**config.mk**
```make
export PLATFORM = sky130hd
export DESIGN_NAME = sram_fifo_ctrl_flat
export DESIGN_NICKNAME = d
export VERILOG_FILES = /design/src/rtl/sram_fifo_pkg.sv /design/src/rtl/sram_fifo_ctrl_if.sv /design/src/rtl/sram_fifo_ctrl_fifo_ptr.sv /design/src/rtl/sram_fifo_ctrl.sv /design/src/flat_wrapper.sv
export SDC_FILE = /design/constraint.sdc
export NUM_CORES = 1
export LEC_CHECK = 0
export CORE_MARGIN = 10
export CORE_UTILIZATION = 30
export CTS_CLUSTER_DIAMETER = 30
export DETAILED_ROUTE_END_ITERATION = 7
export GPL_ROUTABILITY_DRIVEN = 1
export PLACE_DENSITY = 0.59
export SYNTH_ARGS = -nofsm -noshare
export SYNTH_HDL_FRONTEND = slang
export SYNTH_HIERARCHICAL = 1
export SYNTH_SLANG_ARGS = --single-unit
```
**constraint.sdc**
```tcl
create_clock -name clk -period 4.45 [get_ports clk]
set_clock_uncertainty 0.15 [all_clocks]
set_input_delay 1.1125 -clock clk [delete_from_list [all_inputs] [get_ports clk]]
set_output_delay 1.1125 -clock clk [all_outputs]
set_load 0.01 [all_outputs]
```
**src/rtl/sram_fifo_pkg.sv**
```systemverilog
// Shared sizing helpers for the SRAM-backed FIFO controller.
package sram_fifo_pkg;

  function automatic int unsigned depth_of(input int unsigned addr_width);
    return 32'd1 << addr_width;
  endfunction

  // Occupancy needs one extra bit so that the full count DEPTH is representable.
  function automatic int unsigned cnt_width(input int unsigned addr_width);
    return addr_width + 32'd1;
  endfunction

  function automatic int unsigned af_level_default(input int unsigned addr_width);
    return (32'd1 << addr_width) - 32'd2;
  endfunction

endpackage

```
**src/rtl/sram_fifo_ctrl_if.sv**
```systemverilog
// Valid/ready stream bundle; master drives data/valid, slave drives ready.
interface sram_fifo_ctrl_if #(
  parameter int unsigned DATA_WIDTH = 8
);
  logic [DATA_WIDTH-1:0] data;
  logic                  valid;
  logic                  ready;

  modport master (output data, output valid, input  ready);
  modport slave  (input  data, input  valid, output ready);
endinterface

```
**src/rtl/sram_fifo_ctrl_fifo_ptr.sv**
```systemverilog
// Modulo-2**ADDR_WIDTH pointer with increment enable and async reset.
module fifo_ptr #(
  parameter int unsigned ADDR_WIDTH = 8
) (
  input  logic                  clk,
  input  logic                  rst,
  input  logic                  inc_i,
  output logic [ADDR_WIDTH-1:0] ptr_o
);
  logic [ADDR_WIDTH-1:0] ptr_q, ptr_d;

  always_comb begin
    ptr_d = ptr_q;
    if (inc_i) ptr_d = ptr_q + ADDR_WIDTH'(1);
  end

  always_ff @(posedge clk or posedge rst) begin
    if (rst) ptr_q <= '0;
    else     ptr_q <= ptr_d;
  end

  assign ptr_o = ptr_q;
endmodule

```
**src/rtl/sram_fifo_ctrl.sv**
```systemverilog
// FIFO sequencer around an external 1-cycle-latency dual-port SRAM.
// Optional registered almost_full_o under macro SRAM_FIFO_ALMOST_FULL_EN.
module sram_fifo_ctrl
  import sram_fifo_pkg::*;
#(
  parameter int unsigned DATA_WIDTH = 8,
  parameter int unsigned ADDR_WIDTH = 8,
  parameter int unsigned AF_LEVEL   = af_level_default(ADDR_WIDTH)
) (
  input  logic                             clk,
  input  logic                             rst,
  sram_fifo_ctrl_if.slave                  in_i,
  sram_fifo_ctrl_if.master                 out_o,
  output logic [cnt_width(ADDR_WIDTH)-1:0] count_o,
  output logic                             almost_full_o,
  output logic [DATA_WIDTH-1:0]            ram_data_o,
  output logic [ADDR_WIDTH-1:0]            ram_write_addr_o,
  output logic                             ram_we_o,
  output logic [ADDR_WIDTH-1:0]            ram_read_addr_o,
  input  logic [DATA_WIDTH-1:0]            ram_q_i
);
  localparam int unsigned DEPTH = depth_of(ADDR_WIDTH);
  localparam int unsigned CW    = cnt_width(ADDR_WIDTH);

  logic [CW-1:0]         count_q, count_d;
  logic [CW-1:0]         rdbl_q, rdbl_d;
  logic                  push_q;
  logic                  in_ready, out_valid, push, pop;
  logic [ADDR_WIDTH-1:0] wr_ptr, rd_ptr;

  assign in_ready  = (count_q != CW'(DEPTH));
  assign out_valid = (rdbl_q != '0);
  assign push      = in_i.valid & in_ready;
  assign pop       = out_valid & out_o.ready;

  fifo_ptr #(.ADDR_WIDTH(ADDR_WIDTH)) u_wr_ptr (
    .clk   (clk),
    .rst   (rst),
    .inc_i (push),
    .ptr_o (wr_ptr)
  );

  fifo_ptr #(.ADDR_WIDTH(ADDR_WIDTH)) u_rd_ptr (
    .clk   (clk),
    .rst   (rst),
    .inc_i (pop),
    .ptr_o (rd_ptr)
  );

  // A word written last cycle is not yet readable: the SRAM returned old data
  // for that address, so it joins the readable count one cycle late.
  always_comb begin
    count_d = count_q;
    if (push && !pop)      count_d = count_q + CW'(1);
    else if (pop && !push) count_d = count_q - CW'(1);
    rdbl_d = rdbl_q + CW'(push_q) - CW'(pop);
  end

  always_ff @(posedge clk or posedge rst) begin
    if (rst) begin
      count_q <= '0;
      rdbl_q  <= '0;
      push_q  <= 1'b0;
    end else begin
      count_q <= count_d;
      rdbl_q  <= rdbl_d;
      push_q  <= push;
    end
  end

`ifdef SRAM_FIFO_ALMOST_FULL_EN
  logic af_q;
  always_ff @(posedge clk or posedge rst) begin
    if (rst) af_q <= 1'b0;
    else     af_q <= (count_d >= CW'(AF_LEVEL));
  end
  assign almost_full_o = af_q;
`else
  assign almost_full_o = 1'b0;
`endif

  assign in_i.ready       = in_ready;
  assign out_o.valid      = out_valid;
  assign out_o.data       = ram_q_i;
  assign count_o          = count_q;
  assign ram_we_o         = push;
  assign ram_data_o       = in_i.data;
  assign ram_write_addr_o = wr_ptr;
  // Look ahead so the registered SRAM output always holds the next head word.
  assign ram_read_addr_o  = rd_ptr + ADDR_WIDTH'(pop);
endmodule

```
**src/flat_wrapper.sv**
```systemverilog
// flat-port wrapper written by rule: the top's interface ports become plain ports
module sram_fifo_ctrl_flat import sram_fifo_pkg::*;
#(
  parameter int unsigned DATA_WIDTH = 8,
  parameter int unsigned ADDR_WIDTH = 8,
  parameter int unsigned AF_LEVEL   = af_level_default(ADDR_WIDTH)
)
  (clk, rst, count_o, almost_full_o, ram_data_o, ram_write_addr_o, ram_we_o, ram_read_addr_o, ram_q_i, in_i_data, in_i_valid, in_i_ready, out_o_data, out_o_valid, out_o_ready);
  sram_fifo_ctrl_if #(.DATA_WIDTH(DATA_WIDTH)) in_i_i ();
  sram_fifo_ctrl_if #(.DATA_WIDTH(DATA_WIDTH)) out_o_i ();
  input  logic clk;
  input  logic rst;
  output logic [cnt_width(ADDR_WIDTH)-1:0] count_o;
  output logic almost_full_o;
  output logic [DATA_WIDTH-1:0] ram_data_o;
  output logic [ADDR_WIDTH-1:0] ram_write_addr_o;
  output logic ram_we_o;
  output logic [ADDR_WIDTH-1:0] ram_read_addr_o;
  input  logic [DATA_WIDTH-1:0] ram_q_i;
  input wire logic [$bits(in_i_i.data)-1:0] in_i_data;
  input wire logic [$bits(in_i_i.valid)-1:0] in_i_valid;
  output wire logic [$bits(in_i_i.ready)-1:0] in_i_ready;
  output wire logic [$bits(out_o_i.data)-1:0] out_o_data;
  output wire logic [$bits(out_o_i.valid)-1:0] out_o_valid;
  input wire logic [$bits(out_o_i.ready)-1:0] out_o_ready;
  assign in_i_i.data = in_i_data;
  assign in_i_i.valid = in_i_valid;
  assign in_i_ready = in_i_i.ready;
  assign out_o_data = out_o_i.data;
  assign out_o_valid = out_o_i.valid;
  assign out_o_i.ready = out_o_ready;
  sram_fifo_ctrl #(.DATA_WIDTH(DATA_WIDTH), .ADDR_WIDTH(ADDR_WIDTH), .AF_LEVEL(AF_LEVEL)) u_core (.clk(clk), .rst(rst), .in_i(in_i_i), .out_o(out_o_i), .count_o(count_o), .almost_full_o(almost_full_o), .ram_data_o(ram_data_o), .ram_write_addr_o(ram_write_addr_o), .ram_we_o(ram_we_o), .ram_read_addr_o(ram_read_addr_o), .ram_q_i(ram_q_i));
endmodule
```
* Yosys cells after proc, flatten, opt, wreduce, memory -nomap -nowiden
Index checks and enable logic that the tools add are counted. Widths: inputs -> output; s select.
Word-level totals: logic and storage cells 23, flip-flop bits (word level) 35, output and inout bits 45, bits of input ports 20
Operators by class: equality and inequality tests 1, reductions and logical operators 6, bitwise operators 2, $add $sub $neg 7, muxes and demuxes 2
Operators by type and width (number):
- $mux 9 | 2
- $add 8x1->8 const B | 2
- $add 9x1->9 | 1
- $add 9x1->9 const B | 1
- $ne 9x9->1 const B | 1
- $reduce_bool 9->1 | 1
- $sub 9x1->9 | 1
- $sub 9x1->9 const B | 1
- $add 8x1->8 | 1
- $and 1x1->1 | 2
- $logic_and 1x1->1 | 2
- $logic_not 1->1 | 2
- $reduce_bool 2->1 | 1

* Depth between registers and ports, before layout
Gate-level depths: netlist of the first run.
depth after elaboration 6, depth in mapped cells 15, depth with buffers taken out 15

* Modules after synthesis
Netlist of the first run, hierarchy kept.
By module, submodules not included:
- sram_fifo_ctrl | area each 1654.1 µm², cells an instance 186, times used 1
- fifo_ptr | area each 345.3 µm², cells an instance 27, times used 2

* Worst setup path before layout of the first run
Ideal clock, no wire load.
kind input port to output port, from input port out_o_ready, to output port ram_read_addr_o[6], arrival time 2.229 ns, buffers on the path 0, cell stages on the path 7, data required time 3.188 ns, path slack 0.958 ns, cell sequence nand2_1 inv_1 ha_1 ha_1 and3_1 nand3_1 xnor2_1
On the way: cells in the longest elaborated chain, start to end 2
Ends and longest elaborated chain:
- start, declared | RTL line flat_wrapper.sv:25 | input wire logic [$bits(out_o_i.ready)-1:0] out_o_ready;
- $and 1x1->1 | RTL line sram_fifo_ctrl.sv:34 | assign pop = out_valid & out_o.ready;
- named net u_core.pop | RTL line sram_fifo_ctrl.sv:28 | logic in_ready, out_valid, push, pop;
- $add 8x1->8 | RTL line sram_fifo_ctrl.sv:90 | assign ram_read_addr_o = rd_ptr + ADDR_WIDTH'(pop);
- end, declared | RTL line flat_wrapper.sv:18 | output logic [ADDR_WIDTH-1:0] ram_read_addr_o;
The timed path passes the listed nets, and every way through them passes these cells.

* Worst setup path in the final report of the first run
from input port out_o_ready, to output port ram_read_addr_o[7]
Same word-level chain as after synthesis.

==> flow_summary.yaml, run 1 <==
worst_setup_path:
  worstRegToRegCells: 14
  r2r_slack_ns: 1.10
  cp-start-kind: "input port"
  worstSetupEndpointType: "output port"
  reg2reg_to: "u_core/count_o[8]$_DFFE_PP0P_"
  crit_fanout: 2
  critical_path_class: "in2out"
  reg2reg_from: "u_core/rdbl_q[2]$_DFF_PP0_"
  worst-endpoint-required_ns: 3.19
  cp.arrival_ns: 2.96
grt:
  grt_pass1_vias: 1753
  grt_pass1_wl_um: 7910
  grt_overflow: 0
  grt_max_degree: 20
  antenna_found_initial: 0
  grt.total_usage_pct: 8.27
synth:
  ys_warn_count: 6
  synth.most_common_cell: "dfrtp_1"
  synth_commonest_cells: "dfrtp_1 (35), ha_1 (24), inv_1 (21)"
  synthDistinctLibCells: 41
  avgSynthCellArea_um2: 9.77
  yosysSeqAreaShare_pct: 37.4
  ys_ff_latch: 35
  synth_edf_count: 0
  synth-main-ff-cell: "dfrtp_1"
  yosysTopAreaCellShare_pct: 37.4
  ys_top_cells_by_area: "dfrtp_1 (37%), ha_1 (13%), xnor2_1 (6.4%), xor2_1 (6.4%), buf_4 (5.4%)"
  synthArstFlopShare_pct: 100
  synth_fp_nets: 286
  synth_area_um2: 2340
  yosys.area.top_type: "dfrtp_1"
  synth_cells: 240
run:
  drv_cap: 0
place:
  gp_congestion: 0.791
  dp_cells: 357
  dp_hpwl_um: 3490
  numPortBuffers: 31
  placed_area_um2: 2670
timing:
  min_period_ns: 4.22
  relSlewSlack_pct: 46.0
  rsz0062_at_grt: "false"
  setup_violations: 0
  slew_viol_final: 0
  tightest_slew_ns: 0.809
  fmax_ghz: 0.237
  tns_ns: 0
  hold_violations: 0
  hold_slack_ns: 0.325
  post-route-period-util_pct: 94.9
power_and_ir_drop:
  design_power_total_mw: 2.13
  p_per_area_nw_per_um2: 771
  leakage_nw: 1.26
  vdd_drop_max_v: 0.000302
hold_path:
  min_path_cells: 1
  min_from: "u_core/u_wr_ptr/ptr_o[7]$_DFFE_PP0P_"
  whs_endpoint: "u_core/u_wr_ptr/ptr_o[7]$_DFFE_PP0P_"
  min_path_type: "reg2reg"
detailed_routing:
  wl_per_cell_um: 12.5
  avgViaCountPerCell: 4.55
  totalWireLength_um: 4570
  vias: 1661
  drt_drc_violations_left: 0
  firstDrtPassIters: 4
  drtAntennaViolNets: 0
  drtIter0Drc: 33
floorplan:
  rows: 32
  die-area_um2: 11800
  start_util_pct: 30.7
  io_pins: 65
  fp.coreArea_um2: 7650
  fp.dieH_um: 108
  fp.dieW_um: 108
layout:
  fin_nets: 308
  ff_latch_area_um2: 876
  n_fill_cell: 779
  syn_to_final_growth_pct: 17.8
  drive_above_1_share_pct: 7.22
  final_cell_area_um2: 2760
  fin_cells: 365
  diodes: 0
  multi_input_area_um2: 1250
clocking:
  clock_path_buffers: 2
  clk_pin_slew_ns: 0.07
  htree_levels: 2
  clk_latency_ns: 0.28
  cts_made_buffers: 5
  cts.root.buffer_cell: "clkbuf_8"
  cts.sinks: 35
  cts_tree: "yes"
status:
  status: "finished clean"
-- layer usage --
| layer | global-route usage (%) | wire, µm | vias up | part of all wire, % |
|---|---|---|---|---|
| li1 | - | - | 846 | - |
| met1 | 9.38 | 2080 | 778 | 46 |
| met2 | 13.5 | 2100 | 31 | 46 |
| met3 | 3.51 | 320 | 6 | 7.0 |
| met4 | 3.20 | 67 | 0 | 1.5 |
| met5 | 0 | 0 | - | 0 |
-- how the worst max path moves through the flow --
stage,startpoint,to,depth (start not counted)
floorplan,out_o_ready,ram_read_addr_o[6],7
global placement,out_o_ready,ram_read_addr_o[6],9
detailed placement,out_o_ready,ram_read_addr_o[6],9
CTS,out_o_ready,ram_read_addr_o[6],9
global route,out_o_ready,ram_read_addr_o[7],9
finish,out_o_ready,ram_read_addr_o[7],9
-- worst max-delay path, cell delays in order --
cell and delay [ns]:
clkdlybuf4s50_1 0.45, nand2_1 0.06, inv_1 0.08, ha_1 0.17, nand3_1 0.11, nor2_1 0.18, nand3_1 0.11, xnor2_1 0.14
clkdlybuf4s50_1 0.55
-- power breakdown --
| group | internal, mW | switching [mW] | total, mW |
|---|---|---|---|
| sequential | 0.477 | 0.174 | 0.652 |
| clock | 0.109 | 0.123 | 0.232 |
| combinational | 0.645 | 0.600 | 1.24 |
| total | 1.23 | 0.898 | 2.13 |
-- final cells by class --
class | count | area share, %
Timing Repair Buffer | 34 | 12.1
Tap cell | 102 | 4.62
Clock buffer | 5 | 2.49
Sequential cell | 35 | 31.7
Multi-Input combinational cell | 165 | 45.4
Clock inverter | 3 | 0.725
Inverter | 21 | 2.85
-- flip-flops by register name (all words and copies together) (netlist names) --
signal,count
u_core/count_o,9
u_core/push_q,1
u_core/rdbl_q,9
u_core/u_rd_ptr/ptr_o,8
u_core/u_wr_ptr/ptr_o,8
-- through the flow --
| stage | util, % | setup slack [ns] |
|---|---|---|
| floorplan | - | 0.958 |
| global placement | 34.9 | 0.171 |
| detailed placement | 34.9 | 0.139 |
| CTS | 36.1 | 0.139 |
| global route | 36.1 | 0.0195 |
| finish | 36.1 | 0.226 |
-- placed cells by master (no fill, tap or decap), types with 2 or more instances in the layout --
master,n
dfrtp_1,35
clkdlybuf4s50_1,30
ha_1,24
inv_1,21
nor2_1,18
xnor2_1,17
xor2_1,17
nand2_1,16
a21oi_1,10
o21ai_0,8
clkbuf_8,5
nor3_1,5
o21a_1,4
nand3_1,4
o211ai_1,4
nand4_1,4
buf_4,3
and3_1,3
or3_1,3
clkinvlp_4,2
nand2b_1,2
fa_1,2
nand4_2,2
nor3_2,2
mux2_2,2
-- cells by family after synthesis --
group | share of synthesized area (%)
AOI/OAI and AO/OA | 9.82
xor gates and xnor gates | 12.7
adders and majority gates | 14.5
buffers and inverters | 9.13
DFF | 37.4
muxes | 1.39
other | 0.160
and+or+nand+nor | 14.9
-- repair_timing --
item                       4_1_cts  5_1_grt
setup endpoints to repair        0        1
hold buffers                     0        0
setup buffers                    0        0
gates resized for setup          0        1
Power figures use the tool's default switching activity.
==> run 2, diff against run 1 <==
--- a/config.mk
+++ b/config.mk
@@ -5,12 +5,13 @@
 export SDC_FILE = /design/constraint.sdc
 export NUM_CORES = 1
 export LEC_CHECK = 0
+export ABC_AREA = 1
 export CORE_MARGIN = 10
 export CORE_UTILIZATION = 30
 export CTS_CLUSTER_DIAMETER = 30
 export DETAILED_ROUTE_END_ITERATION = 7
 export GPL_ROUTABILITY_DRIVEN = 1
-export PLACE_DENSITY = 0.59
+export PLACE_DENSITY = 0.58
 export SYNTH_ARGS = -nofsm -noshare
 export SYNTH_HDL_FRONTEND = slang
 export SYNTH_HIERARCHICAL = 1
==> run 2 against run 1 <==
Effect of this change: synthesized cell count rose by 35%; worst hold slack gained 0.031 ns; cell count increased by 25%; sequential power grew 2%; global-route usage is 0.46 points higher; die area rose by 7.3%; combinational power rose by 13%; final area increased by 8.1%; utilization is essentially flat; count of clock-buffer cells in the layout increased by 1; sequential share of layout area decreased by 2.4 points; critical path type unchanged.
==> flow_summary.yaml, run 2 <==
synth:
  synthDistinctLibCells: 30
  synth_xor_xnor_area_share_pct: 6.86
  synth_cells: 324
  synth_top_family_by_area: "simple AND/OR/NAND/NOR gates"
  synth-adder-area-share_pct: 13.3
  avgSynthCellArea_um2: 7.89
  synthSimpleGateAreaFrac_pct: 27.8
  yosysTopAreaCellShare_pct: 34.3
  synth_fp_nets: 370
  ys_warn_count: 6
  ys_top_cells_by_area: "dfrtp_1 (34%), nand2_1 (12%), ha_1 (12%), inv_1 (7.2%), xor2_1 (5.1%)"
  synth_commonest_cells: "nand2_1 (83), inv_1 (49), dfrtp_1 (35)"
  synth-main-ff-cell: "dfrtp_1"
  synth_compound_area_share_pct: 3.04
  ys_ff_latch: 35
  yosysSeqAreaShare_pct: 34.3
  synthMuxAreaShare_pct: 0.881
  synth_area_um2: 2550
  synthArstFlopShare_pct: 100
  synth.most_common_cell: "nand2_1"
  yosys.area.top_type: "dfrtp_1"
  synth_edf_count: 0
timing:
  post-route-period-util_pct: 94.8
  min_period_ns: 4.22
  slew_viol_final: 0
  tns_ns: 0
  setup_violations: 0
  hold_violations: 0
  fmax_ghz: 0.237
  rsz0062_at_grt: "false"
  relSlewSlack_pct: 47.4
  tightest_slew_ns: 0.788
clocking:
  cts.sinks: 35
  htree_levels: 2
  clk_latency_ns: 0.28
  clock_path_buffers: 2
  cts-resized-gates: 0
  cts_made_buffers: 5
  postCtsSetupBuffers: 0
  cts_tree: "yes"
  clk_pin_slew_ns: 0.07
  cts.root.buffer_cell: "clkbuf_8"
  postCtsHoldBufs: 0
run:
  drv_cap: 0
detailed_routing:
  drtIter0Drc: 36
  drtAntennaViolNets: 0
  drt_drc_violations_left: 0
  totalWireLength_um: 5260
  vias: 1972
  firstDrtPassIters: 4
  wl_per_cell_um: 11.6
  avgViaCountPerCell: 4.33
layout:
  final_cell_area_um2: 2990
  syn_to_final_growth_pct: 16.8
  final_cell_mix: "nand2_1 (83), inv_1 (49), dfrtp_1 (35)"
  fin_nets: 395
  diodes: 0
  final_common_cell: "nand2_1"
  drive_above_1_share_pct: 10.0
floorplan:
  fp.coreArea_um2: 8260
  fp.dieH_um: 112
  rows: 33
  io_pins: 65
  die-area_um2: 12600
  fp.dieW_um: 112
  start_util_pct: 30.9
worst_setup_path:
  crit_fanout: 2
  worstSetupEndpointType: "output port"
  crit_chain: "clkdlybuf4s50_1 > nand2_1 > inv_1 > ha_1 > ha_1 > buf_4 > xor2_1 > clkdlybuf4s50_1"
  worst-endpoint-required_ns: 3.19
  cp-start-kind: "input port"
  worst_path_max_delay_cell: "clkdlybuf4s50_1"
  cp_slowest_stage_delay_ns: 0.56
  critical_path_class: "in2out"
  cp.arrival_ns: 2.96
  crit_start: "out_o_ready"
  cp_num_buf_inv: 4
  reg2reg_from: "u_core/count_o[0]$_DFFE_PP0P_"
  critPathTopFamily: "buffers and inverters"
hold_path:
  min_from: "u_core/u_wr_ptr/ptr_o[7]$_DFFE_PP0P_"
  min_path_type: "reg2reg"
power_and_ir_drop:
  p_int_mw: 1.25
  switching_share_pct: 45.3
  p_per_area_nw_per_um2: 767
  seqPwrFrac_pct: 29.0
  vdd_drop_max_v: 0.000336
  p_sw_mw: 1.04
  power_frac_clock_pct: 10.0
  leakage_nw: 1.55
  power_frac_comb_pct: 61.0
grt:
  grt_pass1_wl_um: 9460
  grt.total_usage_pct: 8.73
  antenna_found_initial: 0
  grt_pass1_vias: 2112
  grt_overflow: 0
  grt_max_degree: 20
place:
  dp_hpwl_um: 4170
  placed_area_um2: 2900
  numPortBuffers: 31
  gp_congestion: 0.798
status:
  status: "finished clean"
run 2: changes by cell type after synthesis, sizes merged, moves of 5 or more:
cell / previous run / this run
inv: 21 / 56
xnor2: 17 / 5
nand3: 4 / 20
nand3b: 0 / 10
nor3: 7 / 2
nand2: 16 / 90
run 2: kinds of logic (layout without fill, tap and decap cells):
group / Yosys count / in the layout
multiplexers: 2 / 2
buffers and inverters: 74 / 100
other: 1 / 1
XOR/XNOR: 20 / 20
AND/OR/NAND/NOR: 151 / 151
adder cells (fa/ha/maj): 26 / 26
flip-flops: 35 / 35
AO/OA/AOI/OAI: 15 / 15
run 2: power groups by stage:
stage               Combinational, mW  Clock, mW  Sequential [mW]
finish                           1.40      0.230            0.664
global route                     1.62      0.255            0.694
CTS                              1.42      0.244            0.667
global placement                 1.39          0            0.667
detailed placement               1.41          0            0.671
floorplan                       0.954          0            0.667
run 2: worst min-delay path: stages (launching register included):
cell	delay, ns
dfrtp_1	0.37
nand2_1	0.06
nand2_1	0.05
run 2: cell type report:
class | instances | area [µm²]
Sequential cell | 35 | 876
Timing Repair Buffer | 36 | 353
Tap cell | 105 | 131
Inverter | 56 | 210
Fill cell | 875 | 5270
Clock inverter | 2 | 12.5
Clock buffer | 6 | 72.6
Multi-Input combinational cell | 215 | 1330
run 2: final timing paths:
kind	to	slack [ns]	depth (start not counted)
hold / removal	u_core/u_wr_ptr/ptr_o[7]$_DFFE_PP0P_	0.36	2
hold reg to reg	u_core/u_wr_ptr/ptr_o[7]$_DFFE_PP0P_	0.36	2
setup reg to reg	u_core/count_o[7]$_DFFE_PP0P_	1.51	11
setup / recovery	ram_read_addr_o[2]	0.23	8
min in group asynchronous	u_core/u_wr_ptr/ptr_o[4]$_DFFE_PP0P_	1.00	2
max in group asynchronous	u_core/rdbl_q[6]$_DFF_PP0_	2.45	2
run 2: stage by stage:
stage / power (mW) / setup WS (ns) / hold WS (ns) / utilization [%] / std cells
2_1_floorplan: 1.62 / 0.940 / 0.323 / - / 324
3_3_place_gp: 2.05 / 0.0626 / 0.327 / 35.1 / 447
3_5_place_dp: 2.08 / 0.0408 / 0.348 / 35.1 / 447
4_1_cts: 2.33 / 0.0408 / 0.369 / 36.1 / 455
5_1_grt: 2.57 / 0.113 / 0.402 / 36.2 / 455
6_report: 2.29 / 0.230 / 0.356 / 36.2 / 455
run 2: metal layers:
metal | up-vias | track usage, % | routed length (µm)
li1 | 1029 | - | -
met1 | 901 | 9.74 | 2280
met2 | 33 | 15.3 | 2600
met3 | 9 | 2.82 | 310
met4 | 0 | 2.79 | 70
met5 | - | 0 | 0
==> run 3, diff against run 2 <==
--- a/config.mk
+++ b/config.mk
@@ -11,7 +11,7 @@
 export CTS_CLUSTER_DIAMETER = 30
 export DETAILED_ROUTE_END_ITERATION = 7
 export GPL_ROUTABILITY_DRIVEN = 1
-export PLACE_DENSITY = 0.58
+export PLACE_DENSITY = 0.59
 export SYNTH_ARGS = -nofsm -noshare
 export SYNTH_HDL_FRONTEND = slang
 export SYNTH_HIERARCHICAL = 1
==> run 3 against run 2 <==
Effect of this change: worst hold slack lost 0.0026 ns; clock power is 4% higher; global-route usage fell by 0.39 points; critical endpoint is now ram_read_addr_o[4]; non-clock buffer count decreased by 1.
==> flow_summary.yaml, run 3 (synthesized netlist as in run 2, its figures left out) <==
timing:
  min_period_ns: 4.18
  setup_violations: 0
  slew_viol_final: 0
  relSlewSlack_pct: 50.7
  hold_violations: 0
  rsz0062_at_grt: "false"
  post-route-period-util_pct: 93.9
  hold_slack_ns: 0.353
  tns_ns: 0
  tightest_slew_ns: 0.739
  fmax_ghz: 0.239
hold_path:
  min_from: "u_core/u_wr_ptr/ptr_o[7]$_DFFE_PP0P_"
  min_path_type: "reg2reg"
  whs_endpoint: "u_core/u_wr_ptr/ptr_o[7]$_DFFE_PP0P_"
  min_path_cells: 2
power_and_ir_drop:
  power_frac_clock_pct: 10.4
  power_frac_comb_pct: 60.9
  vdd_drop_max_v: 0.000222
  switching_share_pct: 45.7
  seqPwrFrac_pct: 28.7
  p_int_mw: 1.25
  leakage_nw: 1.53
  p_per_area_nw_per_um2: 773
  p_sw_mw: 1.05
detailed_routing:
  drtAntennaViolNets: 0
  firstDrtPassIters: 4
  drt_drc_violations_left: 0
  totalWireLength_um: 5220
  vias: 1948
  drtIter0Drc: 39
  avgViaCountPerCell: 4.29
  wl_per_cell_um: 11.5
worst_setup_path:
  cp.arrival_ns: 2.92
  crit_fanout: 2
  critical_path_class: "in2out"
  worstRegToRegCells: 12
  cp-start-kind: "input port"
  worst-endpoint-required_ns: 3.19
  worstSetupEndpointType: "output port"
  reg2reg_to: "u_core/count_o[7]$_DFFE_PP0P_"
  crit_start: "out_o_ready"
  r2r_slack_ns: 1.55
  reg2reg_from: "u_core/count_o[7]$_DFFE_PP0P_"
place:
  dp_cells: 446
  placed_area_um2: 2890
  gp_congestion: 0.836
  numPortBuffers: 31
  dp_hpwl_um: 4100
layout:
  fin_cells: 454
  fin_nets: 394
  n_fill_cell: 872
  final_cell_mix: "nand2_1 (83), inv_1 (49), dfrtp_1 (35)"
  final_common_cell: "nand2_1"
  syn_to_final_growth_pct: 16.6
  final_cell_area_um2: 2980
  drive_above_1_share_pct: 10.0
  final_util_pct: 36.1
  diodes: 0
floorplan:
  fp.dieW_um: 112
  die-area_um2: 12600
  start_util_pct: 30.9
  fp.coreArea_um2: 8260
  fp.dieH_um: 112
  rows: 33
  io_pins: 65
clocking:
  clk_pin_slew_ns: 0.08
  cts_tree: "yes"
  clk_latency_ns: 0.29
  cts_made_buffers: 5
  htree_levels: 2
  postCtsHoldBufs: 0
  cts.sinks: 35
  cts.root.buffer_cell: "clkbuf_8"
  postCtsSetupBuffers: 0
  clock_path_buffers: 2
  cts-resized-gates: 0
status:
  status: "finished clean"
grt:
  antenna_found_initial: 0
  grt.total_usage_pct: 8.34
  grt_pass1_wl_um: 8890
  grt_max_degree: 20
  grt_pass1_vias: 1948
  grt_overflow: 0
run:
  drv_cap: 0
## run 3: worst max path at each step
stage                               to  depth (start not counted)
floorplan           ram_read_addr_o[6]                          8
global placement    ram_read_addr_o[6]                         10
detailed placement  ram_read_addr_o[6]                         10
CTS                 ram_read_addr_o[6]                         10
global route        ram_read_addr_o[4]                          8
finish              ram_read_addr_o[4]                          8
## run 3: worst max-delay path, stage by stage
cell and delay [ns]:
clkdlybuf4s50_1 0.40, nand2_1 0.09, inv_1 0.06, ha_1 0.22, ha_1 0.21, nand3_1 0.12, xor2_1 0.15, clkdlybuf4s50_1 0.56
## run 3: power by group through the flow
| stage | Combinational [mW] | Clock (mW) | Sequential, mW |
|---|---|---|---|
| final | 1.40 | 0.239 | 0.661 |
| after global routing | 1.61 | 0.259 | 0.695 |
| after CTS | 1.42 | 0.251 | 0.666 |
| after detailed placement | 1.41 | 0 | 0.672 |
| after global placement | 1.38 | 0 | 0.665 |
| after floorplan | 0.954 | 0 | 0.667 |
## run 3: final cells by class
class / instances / area, µm² / area share (%)
Timing Repair Buffer: 35 / 343 / 11.5
Tap cell: 105 / 131 / 4.41
Sequential cell: 35 / 876 / 29.4
Clock buffer: 5 / 68.8 / 2.31
Clock inverter: 3 / 20.0 / 0.672
Inverter: 56 / 210 / 7.06
Multi-Input combinational cell: 215 / 1330 / 44.6
## run 3: per-stage QoR
| step | setup slack [ns] | power (mW) |
|---|---|---|
| after global routing | 0.147 | 2.56 |
| after CTS | 0.0630 | 2.34 |
| after global placement | 0.0890 | 2.05 |
| final | 0.272 | 2.30 |
| after detailed placement | 0.0860 | 2.08 |
| after floorplan | 0.940 | 1.62 |
## run 3: per-layer routing
metal | GRT usage (%) | vias to the layer above | part of all wire [%]
li1 | - | 1034 | -
met1 | 9.70 | 875 | 45
met2 | 13.9 | 27 | 48
met3 | 2.29 | 12 | 4.5
met4 | 3.89 | 0 | 2.1
met5 | 0 | - | 0
